File: src/rtl/rgb_pkg.sv
// Shared definitions for the RGB LED path: sequencer state encoding, colour/channel
// widths, channel slice positions and the one-LSB channel step used while fading.
package rgb_pkg;

  localparam int COLOR_W = 24;
  localparam int CH_W    = 8;
  localparam int R_LSB   = 16;
  localparam int G_LSB   = 8;
  localparam int B_LSB   = 0;

  typedef enum logic [1:0] {
    ST_IDLE = 2'd0,
    ST_LOAD = 2'd1,
    ST_FADE = 2'd2,
    ST_HOLD = 2'd3
  } seq_state_t;

  // Moves one channel a single LSB toward its target; equal values are left alone,
  // so the result can never wrap past 0 or 255.
  function automatic logic [CH_W-1:0] step_toward(input logic [CH_W-1:0] cur,
                                                  input logic [CH_W-1:0] tgt);
    if (cur < tgt) begin
      return cur + 8'd1;
    end else if (cur > tgt) begin
      return cur - 8'd1;
    end else begin
      return cur;
    end
  endfunction

endpackage

File: src/rtl/rgb_tick_gen.sv
// Fade/hold time base: one-clk tick every TICK_DIV clocks, restartable with clr so
// the first tick after a clear lands exactly TICK_DIV clocks later.
module rgb_tick_gen #(
  parameter int TICK_DIV = 100000
) (
  input  logic clk,
  input  logic rst,
  input  logic clr,
  output logic tick
);

  localparam int CW = $clog2(TICK_DIV);
  localparam logic [CW-1:0] LAST = CW'(TICK_DIV - 1);

  logic [CW-1:0] cnt;

  assign tick = (cnt == LAST);

  always_ff @(posedge clk) begin
    if (rst || clr || tick) begin
      cnt <= '0;
    end else begin
      cnt <= cnt + 1'b1;
    end
  end

endmodule

File: src/rtl/rgb_fade_sequencer.sv
// Palette-driven colour sequencer: fades the R/G/B duties one LSB per tick toward each
// palette entry, holds it for hold_ticks ticks, then advances (one-shot or looping).
module rgb_fade_sequencer
  import rgb_pkg::*;
#(
  parameter int TICK_DIV  = 100000,
  parameter int PAL_DEPTH = 8,
  parameter int AW        = 3
) (
  input  logic               clk,
  input  logic               rst,
  input  logic               wr_en,
  input  logic [AW-1:0]      wr_addr,
  input  logic [COLOR_W-1:0] wr_data,
  input  logic [AW:0]        num_entries,
  input  logic [15:0]        hold_ticks,
  input  logic               loop_en,
  input  logic               start,
  input  logic               stop,
  output logic [CH_W-1:0]    r_duty,
  output logic [CH_W-1:0]    g_duty,
  output logic [CH_W-1:0]    b_duty,
  output logic               busy,
  output logic [AW-1:0]      cur_idx,
  output logic               done
);

  seq_state_t         state, state_nxt;
  logic [COLOR_W-1:0] pal [PAL_DEPTH];
  logic [COLOR_W-1:0] color, target, stepped;
  logic [AW:0]        num_q;
  logic [15:0]        hold_cnt;
  logic [AW-1:0]      idx_nxt;
  logic               done_nxt;
  logic               tick, start_ok, at_target, is_last;
  logic               do_load, do_step, do_hold_load, do_hold_dec;

  rgb_tick_gen #(.TICK_DIV(TICK_DIV)) u_tick (
    .clk  (clk),
    .rst  (rst),
    .clr  (start_ok),
    .tick (tick)
  );

  // Palette is deliberately not reset; a write lands at the next LOAD of that entry.
  always_ff @(posedge clk) begin
    if (wr_en) begin
      pal[wr_addr] <= wr_data;
    end
  end

  for (genvar ch = 0; ch < 3; ch++) begin : g_step
    assign stepped[ch*CH_W +: CH_W] = step_toward(color[ch*CH_W +: CH_W],
                                                  target[ch*CH_W +: CH_W]);
  end

  assign at_target = (color == target);
  assign is_last   = ({1'b0, cur_idx} == (num_q - 1'b1));
  assign busy      = (state != ST_IDLE);
  assign r_duty    = color[R_LSB +: CH_W];
  assign g_duty    = color[G_LSB +: CH_W];
  assign b_duty    = color[B_LSB +: CH_W];

  // stop outranks everything, including a start arriving in the same clock.
  always_comb begin
    state_nxt    = state;
    idx_nxt      = cur_idx;
    done_nxt     = 1'b0;
    start_ok     = 1'b0;
    do_load      = 1'b0;
    do_step      = 1'b0;
    do_hold_load = 1'b0;
    do_hold_dec  = 1'b0;
    if (stop) begin
      state_nxt = ST_IDLE;
    end else begin
      case (state)
        ST_IDLE: begin
          if (start && (num_entries != '0)) begin
            start_ok  = 1'b1;
            idx_nxt   = '0;
            state_nxt = ST_LOAD;
          end
        end
        ST_LOAD: begin
          do_load   = 1'b1;
          state_nxt = ST_FADE;
        end
        ST_FADE: begin
          if (at_target) begin
            do_hold_load = 1'b1;
            state_nxt    = ST_HOLD;
          end else if (tick) begin
            do_step = 1'b1;
          end
        end
        ST_HOLD: begin
          if (hold_cnt == 16'd0) begin
            if (!is_last) begin
              idx_nxt   = cur_idx + 1'b1;
              state_nxt = ST_LOAD;
            end else if (loop_en) begin
              idx_nxt   = '0;
              state_nxt = ST_LOAD;
            end else begin
              done_nxt  = 1'b1;
              state_nxt = ST_IDLE;
            end
          end else if (tick) begin
            do_hold_dec = 1'b1;
          end
        end
        default: state_nxt = ST_IDLE;
      endcase
    end
  end

  always_ff @(posedge clk) begin
    if (rst) begin
      state    <= ST_IDLE;
      color    <= '0;
      target   <= '0;
      cur_idx  <= '0;
      num_q    <= '0;
      hold_cnt <= '0;
      done     <= 1'b0;
    end else begin
      state   <= state_nxt;
      cur_idx <= idx_nxt;
      done    <= done_nxt;
      if (start_ok) begin
        num_q <= num_entries;
      end
      if (do_load) begin
        target <= pal[cur_idx];
      end
      if (do_step) begin
        color <= stepped;
      end
      if (do_hold_load) begin
        hold_cnt <= hold_ticks;
      end else if (do_hold_dec) begin
        hold_cnt <= hold_cnt - 16'd1;
      end
    end
  end

endmodule

File: config.mk
export PLATFORM = sky130hd
export DESIGN_NAME = rgb_fade_sequencer
export DESIGN_NICKNAME = d
export VERILOG_FILES = /design/src/rtl/rgb_pkg.sv /design/src/rtl/rgb_tick_gen.sv /design/src/rtl/rgb_fade_sequencer.sv
export SDC_FILE = /design/constraint.sdc
export NUM_CORES = 1
export LEC_CHECK = 0
export ABC_CLOCK_PERIOD_IN_PS = 3950
export CAP_MARGIN = 20
export CORE_MARGIN = 4
export CORE_UTILIZATION = 59
export CTS_CLUSTER_SIZE = 20
export DETAILED_ROUTE_END_ITERATION = 7
export PLACE_DENSITY = 0.79
export SYNTH_ARGS = -nofsm -noshare
export SYNTH_HDL_FRONTEND = slang
export SYNTH_SLANG_ARGS = --single-unit
export TNS_END_PERCENT = 30
File: constraint.sdc
create_clock -name clk -period 3.95 [get_ports clk]
set_input_delay 0.5925 -clock clk [delete_from_list [all_inputs] [get_ports clk]]
set_output_delay 0.5925 -clock clk [all_outputs]
set_load 0.03 [all_outputs]
==> metrics.yaml <==
critical_path:
  worstPathRequired_ps: 4400
  cpLargestDelayFamily: "compound AO/OA/AOI/OAI gates"
  worstPathArrival_ps: 4050
  reg2regPathDepth: 12
  crit_chain: "ha_1, nand2b_1, a21oi_1, o21bai_1, nand2_1, ha_1, and3_1, a2111oi_1, a21oi_1, a211o_1, a21oi_1, mux2_2"
  cpMaxStageDelayCell: "a2111oi_1"
  reg2reg_setup_slack_ps: 350
  end_kind: "flip-flop"
  cpMostUsedCell: "a21oi_1"
  max_stage_delay_ps: 590
  crit_path_max_fanout: 7
  rr_startpoint: "color[17]$_SDFFE_PP0P_"
  criticalPathCategory: "reg -> reg"
  critPathBufInv: 0
  start_kind: "flip-flop"
  r2r-end: "color[23]$_SDFFE_PP0P_"
floorplan:
  core_area_sq_um: 21090
  die_h_um: 154.5
  ios: 82
  rows: 53
  fp.dieArea_sq_um: 23880
  start_util_pct: 60.07
  die_x_um: 154.5
timing:
  fin_worst_skew_ps: 28.15
  slew_viol_final: 0
  slew_headroom_pct: 36.45
  min_period_ps: 3603
  fmax_mhz: 277.6
  worst_pin_slew_ps: 951.2
  setup_viol: 0
  finalCritPeriodShare_pct: 91.21
  hold_viol: 0
  setup_ws_ps: 347.2
layout:
  antenna_cells: 0
  fillers: 1424
  multi_input_area_sq_um: 4785
  nets: 1122
  synthToLayoutAreaGrowth_pct: 16.86
  instances_no_fill: 1312
  drive_above_1_share_pct: 12.83
  finalCoreUtilization_pct: 70.20
  seqCellArea_sq_um: 7594
status:
  status: "finished, final reports clean"
synth:
  synth_cell_types: 65
  synthMuxAreaShare_pct: 12.41
  synth_area_leader_cell: "edfxtp_1"
  syn_inst: 928
  synth_fp_nets: 1035
  synthSimpleGateAreaFrac_pct: 9.827
  synth_top_flop_cell: "edfxtp_1"
  avgSynthCellArea_sq_um: 13.65
  ys_async_sr_fraction_pct: 0
  synthDominantCellAreaShare_pct: 45.51
  yosysSeqAreaShare_pct: 59.89
  synthAdderAreaFrac_pct: 5.511
  synth_top_family_by_area: "multiplexers"
  yosysWarnings: 0
  ys_ff_latch: 283
  synth_area_leaders: "edfxtp_1 46%, dfxtp_1 14%, mux4_2 8.5%, ha_1 5.0%, mux2i_1 3.8%"
  synth_edf_count: 192
  syn_area_sq_um: 12670
  synth_compound_area_share_pct: 6.706
  synth_xor_area_share_pct: 3.042
place:
  portBuffers: 81
  preCtsSetupSlack_ps: 306.5
  placed_cells: 1260
  dp_hpwl_mm: 15.87
  gp_congestion: 0.8637
route:
  antenna_left: 0
  routed_wl_mm: 25.58
  drtPass1Iterations: 5
  wl_per_cell_um: 19.49
  avgViaCountPerCell: 5.902
  drcViolationCount: 0
  vias: 7744
  drt_iter0_drc: 506
clocking:
  htreeDepth: 1
  cts_resized: 0
  clk_path_buf_depth: 3
  cts_setup_buffers: 0
  hold_buffers: 0
  cts_root_buf: "clkbuf_16"
  cts.sinks: 283
  cts_made_buffers: 28
  cts_tree: "yes"
  insertion_delay_ps: 550
  cts.clk_slew.worst_paths_ps: 60
grt:
  grt_pass1_vias: 7807
  antenna_found_initial: 0
  gr-total-overflow: 0
  grt_max_degree: 49
  grt_use_total_pct: 21.65
  grt_pass1_wl_mm: 41.46
worst_hold_path:
  worstHoldStart: "u_tick.cnt[15]$_SDFF_PP0_"
  min_to: "u_tick.cnt[15]$_SDFF_PP0_"
  whs_path_depth: 2
  hp-class: "reg -> reg"
power:
  irDropWorstVdd_v: 0.0003702
  p_per_area_nw_per_um2: 445.4
  p_total_mw: 6.594
  p_leak_nw: 5.172
job:
  maxCapViolCount: 0
power breakdown:
part	switching, mW	total (mW)	internal, mW
logic	0.289	0.503	0.214
registers	0.0315	3.28	3.25
clock network	1.12	2.81	1.70
kinds of logic after synthesis:
logic type / count (synthesis)
muxes: 97
and+or+nand+nor: 247
DFF: 283
xor gates and xnor gates: 44
AOI/OAI and AO/OA: 118
adders and majority gates: 54
buffers and inverters: 85
worst reg2reg max path, delay by kind of cell (launching register included):
family	cells	cell delay, ps
AOI/OAI and AO/OA	6	1460
adders and majority gates	2	700
and+or+nand+nor	3	540
DFF	1	440
muxes	1	340
cell type report:
| cell class | instances | area share [%] |
|---|---|---|
| inverters | 46 | 1.166 |
| well taps | 275 | 2.324 |
| clock buffers | 30 | 4.784 |
| clock inverters | 22 | 1.910 |
| multi-input cells | 560 | 32.32 |
| flip-flops and latches | 283 | 51.29 |
| repair buffers | 96 | 6.204 |
layout by cell type, fill, tap and decap left out, drive strengths merged, types with 6 or more instances in the layout:
master and n:
nand2b 10, edfxtp 192, clkinv 10, ha 51, nand2 27, inv 47
dfxtp 91, xnor2 30, a21oi 29, nand4 10, a21o 7, bufinv 6
and3 7, a211oi 37, clkdlybuf4s50 80, o21ai 8, mux2i 48, mux4 48
nor3 24, nor4 6, buf 16, or3 7, nor2 103, clkbuf 30
nand3 24, xor2 14
per-layer routing:
layer,routed length (um),GRT usage (%),share of wire [%]
met1,11060,30.16,43
met2,12310,35.79,48
met3,1746,4.085,6.8
met4,460,5.214,1.8
met5,0,0,0
worst max-delay path by stage:
stage,from,cells past startpoint,end
2_1_floorplan,color[16]$_SDFFE_PP0P_,13,color[23]$_SDFFE_PP0P_
4_1_cts,color[17]$_SDFFE_PP0P_,12,color[23]$_SDFFE_PP0P_
3_3_place_gp,color[17]$_SDFFE_PP0P_,12,color[23]$_SDFFE_PP0P_
5_1_grt,color[17]$_SDFFE_PP0P_,12,color[23]$_SDFFE_PP0P_
6_report,color[17]$_SDFFE_PP0P_,12,color[23]$_SDFFE_PP0P_
3_5_place_dp,color[17]$_SDFFE_PP0P_,12,color[23]$_SDFFE_PP0P_
synth_stat cells (10+ instances only):
cell type and n:
a211oi_1 37, a21oi_1 29, clkbuf_1 28, dfxtp_1 91
edfxtp_1 192, ha_1 51, inv_1 46, mux2i_1 48
mux4_2 48, nand2_1 27, nand2b_1 10, nand3_1 24
nor2_1 103, nor3_1 23, xnor2_1 30, xor2_1 14
metrics by stage:
step	area (sq um)	setup TNS (ps)	hold slack, ps
detailed placement	13810	0	482.4
finish	14800	0	494.7
CTS	14800	0	495.6
global route	14800	-9.401	519.7
global placement	13810	0	468.0
floorplan	12670	0	445.3
registers in the layout, indices dropped and copies added, names as in the netlist:
signal and count:
pal 192, color 24, target 24, num_q 4, hold_cnt 16, u_tick.cnt 17, cur_idx 3, done 1
state 2
Note: power is estimated with default switching activity, not from simulation.
